**config.mk**
```make
export PLATFORM = sky130hd
export DESIGN_NAME = bram_dump_streamer
export DESIGN_NICKNAME = d
export VERILOG_FILES = /design/src/rtl/bram_dump_streamer_pkg.sv /design/src/rtl/bram_dump_streamer_word_serializer.sv /design/src/rtl/bram_dump_streamer.sv
export SDC_FILE = /design/constraint.sdc
export NUM_CORES = 1
export LEC_CHECK = 0
export CORE_MARGIN = 4
export CORE_UTILIZATION = 35
export DETAILED_ROUTE_END_ITERATION = 16
export GPL_ROUTABILITY_DRIVEN = 0
export PLACE_DENSITY_LB_ADDON = 0.08
export SYNTH_ARGS = -nofsm -noshare
export SYNTH_HDL_FRONTEND = slang
export SYNTH_SLANG_ARGS = --single-unit
```
**constraint.sdc**
```tcl
create_clock -name clk -period 1.5 [get_ports clk]
set_clock_uncertainty 0.05 [all_clocks]
set_input_delay 0.15 -clock clk [delete_from_list [all_inputs] [get_ports clk]]
set_output_delay 0.15 -clock clk [all_outputs]
set_load 0.02 [all_outputs]
```
**src/rtl/bram_dump_streamer_pkg.sv**
```systemverilog
`default_nettype none
// ============================================================================
// Module   : bram_dump_streamer_pkg
// Purpose  : Shared state encodings, limits and helpers for the BRAM dump
//            streamer and its word serializer.
// Revision : 1.0 - initial release
// ============================================================================
package bram_dump_streamer_pkg;

   // Dump controller states (3-bit encoding)
   typedef enum logic [2:0] {
      DUMP_ST_IDLE    = 3'd0,
      DUMP_ST_ISSUE   = 3'd1,
      DUMP_ST_WAIT    = 3'd2,
      DUMP_ST_CAPTURE = 3'd3,
      DUMP_ST_SEND    = 3'd4,
      DUMP_ST_DONE    = 3'd5
   } dump_state_e;

   // Largest number of words a single dump may request; larger counts clamp.
   localparam int MAX_WORDS = 256;

   // ceil(log2(n)) but never below one bit, so counters always have a width.
   function automatic int clog2_min1(input int n);
      return (n < 2) ? 1 : $clog2(n);
   endfunction

endpackage
`default_nettype wire

```
**src/rtl/bram_dump_streamer_word_serializer.sv**
```systemverilog
`default_nettype none
// ============================================================================
// Module   : bram_dump_streamer_word_serializer
// Purpose  : Holds one captured memory word and presents it byte by byte on a
//            valid/ready interface, holding each byte until it is accepted.
// Revision : 1.0 - initial release
// ============================================================================
module bram_dump_streamer_word_serializer
   import bram_dump_streamer_pkg::*;
#(
   parameter int DATA_WIDTH = 32,
   parameter bit BIG_ENDIAN = 1'b0
) (
   input  logic                  clk,
   input  logic                  rst,
   input  logic                  load,
   input  logic [DATA_WIDTH-1:0] load_data,
   input  logic                  flush,
   input  logic                  tx_ready,
   output logic [7:0]            tx_data,
   output logic                  tx_valid,
   output logic                  word_done
);

   localparam int NBYTES = DATA_WIDTH / 8;
   localparam int IDX_W  = clog2_min1(NBYTES);
   localparam logic [IDX_W-1:0] LAST_IDX = IDX_W'(NBYTES - 1);

   logic [DATA_WIDTH-1:0] word_q, word_d;
   logic [IDX_W-1:0]      idx_q, idx_d;
   logic                  valid_q, valid_d;
   logic                  handshake;
   logic [IDX_W-1:0]      byte_sel;

   // Byte order: byte_idx counts transfers, byte_sel picks the lane.
   generate
      if (BIG_ENDIAN) begin : g_big_endian
         assign byte_sel = LAST_IDX - idx_q;
      end else begin : g_little_endian
         assign byte_sel = idx_q;
      end
   endgenerate

   assign handshake = valid_q && tx_ready;
   assign word_done = handshake && (idx_q == LAST_IDX);
   assign tx_valid  = valid_q;
   assign tx_data   = word_q[{byte_sel, 3'b000} +: 8];

   // Next-state: flush beats load beats handshake; valid only falls on the
   // last handshake of a word or on flush, so a stalled byte never changes.
   always_comb begin
      word_d  = word_q;
      idx_d   = idx_q;
      valid_d = valid_q;
      if (flush) begin
         valid_d = 1'b0;
      end else if (load) begin
         word_d  = load_data;
         idx_d   = '0;
         valid_d = 1'b1;
      end else if (handshake) begin
         if (idx_q == LAST_IDX) begin
            valid_d = 1'b0;
         end else begin
            idx_d = idx_q + 1'b1;
         end
      end
   end

   // Word, byte index and valid registers.
   always_ff @(posedge clk or negedge rst) begin
      if (!rst) begin
         word_q  <= '0;
         idx_q   <= '0;
         valid_q <= 1'b0;
      end else begin
         word_q  <= word_d;
         idx_q   <= idx_d;
         valid_q <= valid_d;
      end
   end

endmodule
`default_nettype wire

```
**src/rtl/bram_dump_streamer.sv**
```systemverilog
`default_nettype none
// ============================================================================
// Module   : bram_dump_streamer
// Purpose  : Walks a window of a bram32 through its debug read port and
//            streams every word out as bytes over a valid/ready interface.
// Revision : 1.0 - initial release
// ============================================================================
module bram_dump_streamer
   import bram_dump_streamer_pkg::*;
#(
   parameter int ADDR_WIDTH   = 10,
   parameter int DATA_WIDTH   = 32,
   parameter int READ_LATENCY = 1,
   parameter bit BIG_ENDIAN   = 1'b0
) (
   input  logic                  clk,
   input  logic                  rst,
   input  logic                  start,
   input  logic [ADDR_WIDTH-1:0] base_addr,
   input  logic [ADDR_WIDTH-2:0] word_count,
   input  logic                  abort,
   output logic [ADDR_WIDTH-1:0] debug_addr,
   input  logic [DATA_WIDTH-1:0] debug_data,
   output logic [7:0]            tx_data,
   output logic                  tx_valid,
   input  logic                  tx_ready,
   output logic                  busy,
   output logic                  done
);

   localparam int CNT_W  = ADDR_WIDTH - 1;
   localparam int NBYTES = DATA_WIDTH / 8;
   localparam int LAT_W  = clog2_min1(READ_LATENCY + 1);
   localparam logic [ADDR_WIDTH-1:0] WORD_STEP  = ADDR_WIDTH'(NBYTES);
   localparam logic [ADDR_WIDTH-1:0] ALIGN_MASK = ~ADDR_WIDTH'(NBYTES - 1);

   dump_state_e           state_q, state_d;
   logic [ADDR_WIDTH-1:0] addr_q, addr_d;
   logic [CNT_W-1:0]      rem_q, rem_d;
   logic [LAT_W-1:0]      lat_q, lat_d;
   logic                  busy_q, busy_d;
   logic                  done_q, done_d;
   logic                  ser_load;
   logic                  word_done;

   assign debug_addr = addr_q;
   assign busy       = busy_q;
   assign done       = done_q;
   assign ser_load   = (state_q == DUMP_ST_CAPTURE);

   // Controller next-state: rem_q counts words still to send including the
   // current one; a zero count passes through ISSUE so busy shows one cycle.
   always_comb begin
      state_d = state_q;
      addr_d  = addr_q;
      rem_d   = rem_q;
      lat_d   = lat_q;
      case (state_q)
         DUMP_ST_IDLE: begin
            if (start) begin
               addr_d  = base_addr & ALIGN_MASK;
               rem_d   = (32'(word_count) > MAX_WORDS) ? CNT_W'(MAX_WORDS) : word_count;
               state_d = DUMP_ST_ISSUE;
            end
         end
         DUMP_ST_ISSUE: begin
            if (rem_q == '0) begin
               state_d = DUMP_ST_DONE;
            end else if (READ_LATENCY == 0) begin
               state_d = DUMP_ST_CAPTURE;
            end else begin
               lat_d   = LAT_W'(READ_LATENCY);
               state_d = DUMP_ST_WAIT;
            end
         end
         DUMP_ST_WAIT: begin
            lat_d = lat_q - 1'b1;
            if (lat_d == '0) begin
               state_d = DUMP_ST_CAPTURE;
            end
         end
         DUMP_ST_CAPTURE: begin
            state_d = DUMP_ST_SEND;
         end
         DUMP_ST_SEND: begin
            if (word_done) begin
               if (rem_q > CNT_W'(1)) begin
                  addr_d  = addr_q + WORD_STEP;
                  rem_d   = rem_q - 1'b1;
                  state_d = DUMP_ST_ISSUE;
               end else begin
                  state_d = DUMP_ST_DONE;
               end
            end
         end
         DUMP_ST_DONE: begin
            state_d = DUMP_ST_IDLE;
         end
         default: begin
            state_d = DUMP_ST_IDLE;
         end
      endcase
      if (abort && (state_q != DUMP_ST_IDLE)) begin
         state_d = DUMP_ST_IDLE;
      end
      busy_d = (state_d != DUMP_ST_IDLE) && (state_d != DUMP_ST_DONE);
      done_d = (state_d == DUMP_ST_DONE);
   end

   // Controller registers with registered busy/done outputs.
   always_ff @(posedge clk or negedge rst) begin
      if (!rst) begin
         state_q <= DUMP_ST_IDLE;
         addr_q  <= '0;
         rem_q   <= '0;
         lat_q   <= '0;
         busy_q  <= 1'b0;
         done_q  <= 1'b0;
      end else begin
         state_q <= state_d;
         addr_q  <= addr_d;
         rem_q   <= rem_d;
         lat_q   <= lat_d;
         busy_q  <= busy_d;
         done_q  <= done_d;
      end
   end

   bram_dump_streamer_word_serializer #(
      .DATA_WIDTH (DATA_WIDTH),
      .BIG_ENDIAN (BIG_ENDIAN)
   ) u_serializer (
      .clk       (clk),
      .rst       (rst),
      .load      (ser_load),
      .load_data (debug_data),
      .flush     (abort),
      .tx_ready  (tx_ready),
      .tx_data   (tx_data),
      .tx_valid  (tx_valid),
      .word_done (word_done)
   );

endmodule
`default_nettype wire

```
==> Word-level counts from Yosys, hierarchy flattened <==
Index checks and enable logic that the tools add are counted.
{ "word_totals": {"regBits": 60, "out_inout_bits": 21} }
{ "op_classes": {"addsub": 4, "n_lt_le_gt_ge": 2, "n_eq_ne": 12, "n_shift": 1, "mux": 25, "bitwise": 1, "n_reduce_logical": 18} }
{ "op_table": {"columns": ["op", "count"], "rows": [
  ["$mux W9", 4],
  ["$shiftx A32 B6 Y8", 1],
  ["$mux W10", 3],
  ["$pmux W10 S2", 1],
  ["$mux W3", 6],
  ["$pmux W9 S2", 1],
  ["$pmux W3 S5", 1],
  ["$reduce_bool A3 Y1", 4],
  ["$add A10 B3 Y10 const B", 1],
  ["$gt A9 B1 Y1 const B", 1],
  ["$gt A9 B9 Y1 const B", 1],
  ["$logic_not A9 Y1", 1],
  ["$sub A9 B1 Y9 const B", 1],
  ["$ne A2 B2 Y1 const B", 4],
  ["$eq A3 B2 Y1 const B", 2],
  ["$eq A3 B3 Y1 const B", 2],
  ["$mux W2", 3],
  ["$reduce_and A2 Y1", 3],
  ["$reduce_bool A2 Y1", 3],
  ["$mux W1", 5],
  ["$logic_and A1 B1 Y1", 4],
  ["$reduce_and A4 Y1", 1],
  ["$eq A3 B1 Y1 const B", 1],
  ["$logic_not A3 Y1", 1],
  ["8 further kinds", 8]
]} }

==> Depth between registers and ports, before layout <==
Gate-level depths: netlist of the first run.
{ "logic_depth": {"depth_word": 7, "depth_mapped": 7} }

==> By module <==
From an unflattened synthesis of the first run, not the netlist that was laid out.
{ "unflattened": {"cells_unflattened": 255, "area_unflattened_um2": 3150.5} }
{ "by_module_without_submodules": {"columns": ["mod", "n_inst", "cells_per_inst", "area_each_um2"], "rows": [
  ["bram_dump_streamer_word_serializer", 1, 93, 1690.4],
  ["bram_dump_streamer", 1, 162, 1460.2]
]} }

==> Worst setup path before layout of the first run <==
Ideal clock, no wire load.
{ "synth_path": {"kind": "register -> register", "from": "register state_q[1]", "to": "register busy_q, in the netlist busy", "setup_time_ps": 135, "t_arrival_ps": 1475, "t_required_ps": 1315, "slack_ps": -159, "stages_incl_launch_ff": 7, "n_path_buf": 2, "cell_sequence": "dfrtp_1 > buf_6 > or3b_1 > buf_6 > o311a_1 > nand2b_1 > a31oi_1"} }
{ "synth_via": {"elab_chain_len": 5, "word_cells_on_any_way": 15, "classes_between": "eq/ne: 5; mux: 5; reduce/logical: 5"} }
{ "synth_rtl": {"columns": ["element", "line", "source"], "rows": [
  ["from (decl)", "bram_dump_streamer.sv:37", "dump_state_e state_q, state_d;"],
  ["from (signal assigned)", "bram_dump_streamer.sv:120", "state_q <= state_d;"],
  ["$eq A3 B3 Y1 (tied with other cells)", "bram_dump_streamer.sv:58", "case (state_q)"],
  ["$pmux W3 S5 or $logic_and A1 B1 Y1 (tied branches)", "bram_dump_streamer.sv:58, bram_dump_streamer.sv:103", null],
  ["$mux W3 *", "bram_dump_streamer.sv:103", "if (abort && (state_q != DUMP_ST_IDLE)) begin"],
  ["$ne A3 B3 Y1 or $reduce_bool A3 Y1 (tied branches)", "bram_dump_streamer.sv:106", "busy_d = (state_d != DUMP_ST_IDLE) && (state_d != DUMP_ST_DONE);"],
  ["$logic_and A1 B1 Y1 *", "bram_dump_streamer.sv:106", null],
  ["net busy_d", "bram_dump_streamer.sv:41", "logic busy_q, busy_d;"],
  ["to (signal assigned)", "bram_dump_streamer.sv:124", "busy_q <= busy_d;"],
  ["to (decl)", "bram_dump_streamer.sv:41", null]
]} }
Mark *: on every way through the listed nets, which the timed path passes. The rest lies on a longest branch.
A chain may end at the register's enable or synchronous reset.

==> Final worst setup path of the first run <==
{ "layout_path": {"from": "register u_serializer.idx_q[0], in the netlist u_serializer.byte_sel[0]", "to": "output tx_data[0]"} }
{ "layout_via": {"elab_chain_len": 1} }
{ "layout_rtl": {"columns": ["element", "line", "source"], "rows": [
  ["from (decl)", "bram_dump_streamer_word_serializer.sv:30", "logic [IDX_W-1:0] idx_q, idx_d;"],
  ["from (signal assigned)", "bram_dump_streamer_word_serializer.sv:78", "idx_q <= idx_d;"],
  ["$shiftx A32 B6 Y8", "bram_dump_streamer_word_serializer.sv:47", "assign tx_data = word_q[{byte_sel, 3'b000} +: 8];"],
  ["to (decl)", "bram_dump_streamer.sv:24", "output logic [7:0] tx_data,"]
]} }
No other way between the ends.

==> results of run 1 <==
## final timing paths
check / endpoint / cells after the start / startpoint
min in group clk: debug_addr[2]$_DFFE_PN0P_ / 3 / base_addr[2]
min reg2reg: lat_q$_DFFE_PN0P_ / 1 / lat_q$_DFFE_PN0P_
max reg2reg: rem_q[0]$_DFFE_PN0P_ / 7 / rem_q[7]$_DFFE_PN0P_
max in group asynchronous: u_serializer.word_q[9]$_DFFE_PN0P_ / 3 / rst
min: u_serializer.word_q[4]$_DFFE_PN0P_ / 2 / rst
max: tx_data[0] / 3 / u_serializer.byte_sel[0]$_DFFE_PN0P_
## power groups by stage
| stage | logic (W) | registers, W | clock network, W |
|---|---|---|---|
| 2_1_floorplan | 0.00251 | 0.00285 | 0 |
| 3_3_place_gp | 0.00461 | 0.00275 | 0 |
| 3_5_place_dp | 0.00466 | 0.00277 | 0 |
| 4_1_cts | 0.00573 | 0.00278 | 0.00148 |
| 5_1_grt | 0.00684 | 0.00292 | 0.00155 |
| 6_report | 0.00640 | 0.00282 | 0.00146 |
## through the flow
step / area (µm²) / hold WS [ps] / setup slack (ps) / total power [W]
2_1_floorplan: 3060 / -196 / -115 / 0.00536
3_3_place_gp: 4220 / 43.1 / -341 / 0.00736
3_5_place_dp: 4220 / 45.9 / -362 / 0.00743
4_1_cts: 4960 / 228 / -284 / 0.00999
5_1_grt: 5210 / 253 / -331 / 0.0113
6_report: 5210 / 215 / -270 / 0.0107
## layout make-up
cell class              count  area [µm²]  share of cell area, %
multi-input cells         179        1880                   36.1
inverters                   6        22.5                  0.433
repair buffers            151        1520                   29.3
clock buffers              11         141                   2.72
clock inverters             5        53.8                   1.03
flip-flops and latches     58        1450                   27.9
well taps                 105         131                   2.52
## critical path, cell delays in order, from the launching register on
cell and delay (ps):
dfrtp_1 410, buf_12 160, mux4_2 510, buf_6 150
## cell families after synthesis
| logic type | count (synthesis) | synth area share, % |
|---|---|---|
| and+or+nand+nor | 66 | 12.2 |
| AOI/OAI and AO/OA | 60 | 12.4 |
| DFF | 58 | 48.8 |
| muxes | 45 | 19.9 |
| buffers and inverters | 22 | 4.12 |
| adders and majority gates | 6 | 2.44 |
| other | 1 | 0.126 |
## routing by layer
metal / share of wire [%] / GRT usage, %
met3: 4.7 / 3.20
met5: 0 / 0
met1: 45 / 23.3
met4: 1.0 / 4.56
met2: 49 / 28.6
## layout by cell type, fill, tap and decap left out, drive strengths merged, types with 8 or more instances in the layout
master,Yosys,layout
nand2,9,9
nor2,23,23
mux4,8,8
o21ai,22,22
clkdlybuf4s50,0,54
dfrtp,58,58
buf,15,87
clkbuf,1,11
a21oi,15,15
dlygate4sd2,0,9
mux2,33,33
## registers in the layout, indices dropped and copies added (netlist names)
register               cells
busy                       1
debug_addr                 8
done                       1
lat_q                      1
rem_q                      9
state_q                    3
u_serializer.byte_sel      2
u_serializer.tx_valid      1
u_serializer.word_q       32
## timing repair
action | CTS | global route
resized for setup | 144 | 55
setup buffers | 13 | 8
endpoints found under the hold margin | 13 | 0
hold buffers | 1 | 0
endpoints found under the setup margin | 71 | 65
pin swaps | 22 | 25
gates cloned | 4 | 0
==> results.py, run 1 <==
metrics = {
    "sta": {
        "setup_violations": 62,
        "setup_tns_ps": -9360,
        "finalWorstSetupSlack_ps": -270,
        "finalHoldViolCount": 0,
        "final.min_clock_period_ps": 1770,
        "slew_viol_final": 0,
        "fmax_mhz": 565,
        "rsz0062_at_grt": "yes",
        "finalCritPeriodShare_pct": 118,
    },
    "synth": {
        "syn_area_mm2": 0.00297,
        "synth_warnings": 0,
        "ys_seq_elements": 58,
        "syn-mean-instance-area_um2": 11.5,
        "synth_cells": 258,
        "ys_seq_area_share_pct": 48.8,
        "synthArstFlopShare_pct": 100,
        "ys.flop_type": "dfrtp_1",
        "synth_top_area_share_pct": 48.8,
        "synth_common_cells": "58 x dfrtp_1, 30 x mux2_2, 22 x nor2_1, 19 x o21ai_0, 14 x a21oi_1",
        "yosysTopAreaCell": "dfrtp_1",
        "ys_types": 53,
        "synth_edf_count": 0,
        "synthTopCellsByArea": "dfrtp_1 49%, mux2_2 11%, mux4_2 6.1%, o21ai_0 3.2%, nor2_1 2.8%",
        "synth_most_common_cell": "dfrtp_1",
    },
    "power": {
        "p_clk_share_pct": 13.6,
        "p_per_area_mw_per_mm2": 2050,
        "power_frac_seq_pct": 26.4,
        "power.switching_w": 0.00396,
        "power.leakage_nw": 2.24,
        "pwr-share-comb_pct": 59.9,
        "p_sw_share_pct": 37.1,
        "intPower_w": 0.00672,
        "peakVddDrop_mv": 0.903,
    },
    "global_routing": {
        "grt_max_degree": 24,
        "grt-ovfl-total": 0,
        "grt_pass1_wl_mm": 13.8,
        "grt_pass1_vias": 2757,
        "grt_antenna_before_repair": 0,
        "grt_use_total_pct": 17.3,
    },
    "clock_tree": {
        "tritoncts": "built",
        "root_buffer": "clkbuf_8",
        "numCtsBuffers": 9,
        "cts_sinks": 58,
        "cts.reportedPaths.clkPinSlew_ps": 70,
        "insertion_delay_ps": 330,
        "clockBufferDepth": 2,
        "htreeDepth": 3,
    },
    "worst_setup_path": {
        "cp.arrival_ps": 1570,
        "start_kind": "flop",
        "r2r_slack_ps": -240,
        "crit_required_ps": 1300,
        "path_class": "flop to primary output",
        "crit_fanout": 8,
        "cp-end-kind": "primary output",
    },
    "routing": {
        "vias_per_cell": 5.13,
        "vias": 2644,
        "drtIter0Drc": 63,
        "finalWirelength_mm": 8.71,
        "wl_per_cell_um": 16.9,
        "postRouteAntennaNets": 0,
        "first_pass_iters": 5,
        "remaining_drc_errors": 0,
    },
    "final_layout": {
        "num_antenna_cells": 0,
        "instances_no_fill": 515,
        "final_nets": 466,
        "drive_above_1_share_pct": 48.5,
        "post-route-util_pct": 63.0,
        "area_delta_synth_final_pct": 75.1,
        "fill_cells": 660,
    },
    "place": {
        "dp_hpwl_mm": 5.31,
        "port-buffer-count": 72,
        "dp.cells": 475,
    },
    "floorplanning": {
        "die_h_um": 100,
        "initial_core_util_pct": 36.0,
        "core_area_mm2": 0.00826,
        "die_width_um": 100,
        "std_cell_rows": 33,
        "ioPinCount": 77,
        "die_area_mm2": 0.0100,
    },
    "flow_run": {
        "maxCapViolations": 0,
    },
    "worst_hold_path": {
        "hold_path.class": "primary input to async pin",
    },
    "status": {
        "status": "finished with violations",
        "violations": "setup timing",
    },
}
No activity file was read; power rests on OpenSTA's default activity.
==> run 2, diff against run 1 <==
--- a/config.mk
+++ b/config.mk
@@ -9,6 +9,7 @@
 export CORE_UTILIZATION = 35
 export DETAILED_ROUTE_END_ITERATION = 16
 export GPL_ROUTABILITY_DRIVEN = 0
+export GPL_TIMING_DRIVEN = 0
 export PLACE_DENSITY_LB_ADDON = 0.08
 export SYNTH_ARGS = -nofsm -noshare
 export SYNTH_HDL_FRONTEND = slang
==> results.py, run 2 (synthesis gave the netlist of run 1 again) <==
metrics = {
    "worst_setup_path": {
        "critPathTopFamily": "compound AO/OA/AOI/OAI gates",
        "slowest_delay_ps": 420,
        "worstPathBufferInverterCount": 1,
        "cp-end-kind": "flop",
        "path_class": "flop to flop",
        "crit_fanout": 6,
        "crit_slowest_cell": "dfrtp_1",
        "crit_required_ps": 1660,
        "worstPathCellList": "nor4_4 -> nand2_1 -> o21ai_4 -> buf_4 -> nor3_1 -> a211o_1",
        "start_kind": "flop",
        "cp.arrival_ps": 2000,
    },
    "routing": {
        "vias_per_cell": 5.24,
        "remaining_drc_errors": 0,
        "postRouteAntennaNets": 0,
        "finalWirelength_mm": 8.72,
        "vias": 2577,
        "first_pass_iters": 4,
        "drtIter0Drc": 97,
        "wl_per_cell_um": 17.7,
    },
    "final_layout": {
        "mostFrequentLayoutCells": "54 x clkdlybuf4s50_1, 51 x dfrtp_1, 32 x mux2_4, 24 x buf_6, 24 x buf_4",
        "drive_above_1_share_pct": 46.0,
        "final_nets": 443,
        "final_common_cell": "clkdlybuf4s50_1",
        "instances_no_fill": 492,
        "regMostFlops": "u_serializer.word_q",
        "post-route-util_pct": 60.1,
        "largest_reg_flops": 32,
        "area_delta_synth_final_pct": 66.9,
        "fill_cells": 690,
        "num_antenna_cells": 0,
    },
    "global_routing": {
        "grt-ovfl-total": 0,
        "grt_pass1_wl_mm": 13.6,
        "grt_use_total_pct": 17.4,
        "grt_max_degree": 59,
        "grt_antenna_before_repair": 0,
        "grt_pass1_vias": 2698,
    },
    "power": {
        "power_w": 0.00996,
        "power.leakage_nw": 2.11,
        "p_per_area_mw_per_mm2": 2010,
        "peakVddDrop_mv": 0.906,
    },
    "clock_tree": {
        "htreeDepth": 3,
        "numCtsBuffers": 9,
        "tritoncts": "built",
        "cts.reportedPaths.clkPinSlew_ps": 70,
        "root_buffer": "clkbuf_8",
        "insertion_delay_ps": 330,
        "cts_sinks": 58,
        "clockBufferDepth": 2,
    },
    "sta": {
        "setup_violations": 62,
        "finalHoldViolCount": 0,
        "fmax_mhz": 543,
        "slew_headroom_pct": 49.0,
        "rsz0062_at_grt": "yes",
        "final.min_clock_period_ps": 1840,
        "finalCritPeriodShare_pct": 123,
        "slew_viol_final": 0,
        "tightest_slew_ps": 766,
        "setup_tns_ps": -9880,
        "finalWorstSetupSlack_ps": -341,
    },
    "floorplanning": {
        "initial_core_util_pct": 36.0,
        "ioPinCount": 77,
        "die_width_um": 100,
        "core_area_mm2": 0.00826,
        "die_h_um": 100,
        "die_area_mm2": 0.0100,
        "std_cell_rows": 33,
    },
    "status": {
        "status": "finished with violations",
        "violations": "setup timing",
    },
    "place": {
        "dp.cells": 436,
        "dp_hpwl_mm": 5.07,
        "port-buffer-count": 72,
    },
    "worst_hold_path": {
        "hold_path.class": "primary input to flop",
    },
    "flow_run": {
        "maxCapViolations": 0,
    },
}
-- run 2: tightest hold or removal path: cells and delay by family --
kind / cells / cell delay (ps)
buf+inv: 1 / 390
compound gates: 1 / 50
simple gates: 1 / 60
-- run 2: power breakdown --
part | internal, W | switching (W)
registers | 0.00230 | 0.000600
logic | 0.00318 | 0.00257
clock network | 0.000687 | 0.000629
-- run 2: through the flow --
| stage | setup slack [ps] | hold WS (ps) | instance area, µm² |
|---|---|---|---|
| floorplan | -115 | -196 | 3060 |
| global placement | -1860 | 413 | 3920 |
| detailed placement | -493 | 219 | 3910 |
| CTS | -304 | 279 | 4660 |
| global route | -388 | 292 | 4960 |
| finish | -341 | 296 | 4960 |
-- run 2: area by class of cell --
| class | instances | area (µm²) | share of cell area (%) |
|---|---|---|---|
| Multi-Input combinational cell | 179 | 1830 | 36.9 |
| Sequential cell | 58 | 1460 | 29.4 |
| Timing Repair Buffer | 115 | 1190 | 23.9 |
| Clock buffer | 12 | 155 | 3.13 |
| Buffer | 13 | 150 | 3.03 |
| Tap cell | 105 | 131 | 2.65 |
| Clock inverter | 4 | 26.3 | 0.530 |
| Inverter | 6 | 22.5 | 0.454 |
-- run 2: path summary, 6_finish.rpt --
path                                      start                                  to  depth (start not counted)  slack [ps]
setup / recovery           rem_q[7]$_DFFE_PN0P_                rem_q[0]$_DFFE_PN0P_                          6        -340
hold / removal                     base_addr[2]           debug_addr[2]$_DFFE_PN0P_                          3         300
setup reg to reg           rem_q[7]$_DFFE_PN0P_                rem_q[0]$_DFFE_PN0P_                          6        -340
hold reg to reg               lat_q$_DFFE_PN0P_                   lat_q$_DFFE_PN0P_                          1         420
max in group asynchronous                   rst                state_q[0]$_DFF_PN0_                          2         460
min in group asynchronous                   rst  u_serializer.word_q[4]$_DFFE_PN0P_                          2         380
-- run 2: per-layer routing --
metal	global-route usage (%)	up-vias	routed length [µm]
li1	-	1198	-
met1	22.6	1278	3780
met2	28.8	95	4310
met3	4.66	6	550
met4	4.56	0	78
met5	0	-	0
-- run 2: repair_timing --
action | CTS | global route
setup endpoints to repair | 67 | 65
gates resized for setup | 128 | 78
hold endpoints to repair | 58 | 0
pin swaps | 8 | 23
buffers inserted | 23 | 14
gates cloned | 7 | 1
hold buffers | 1 | 0
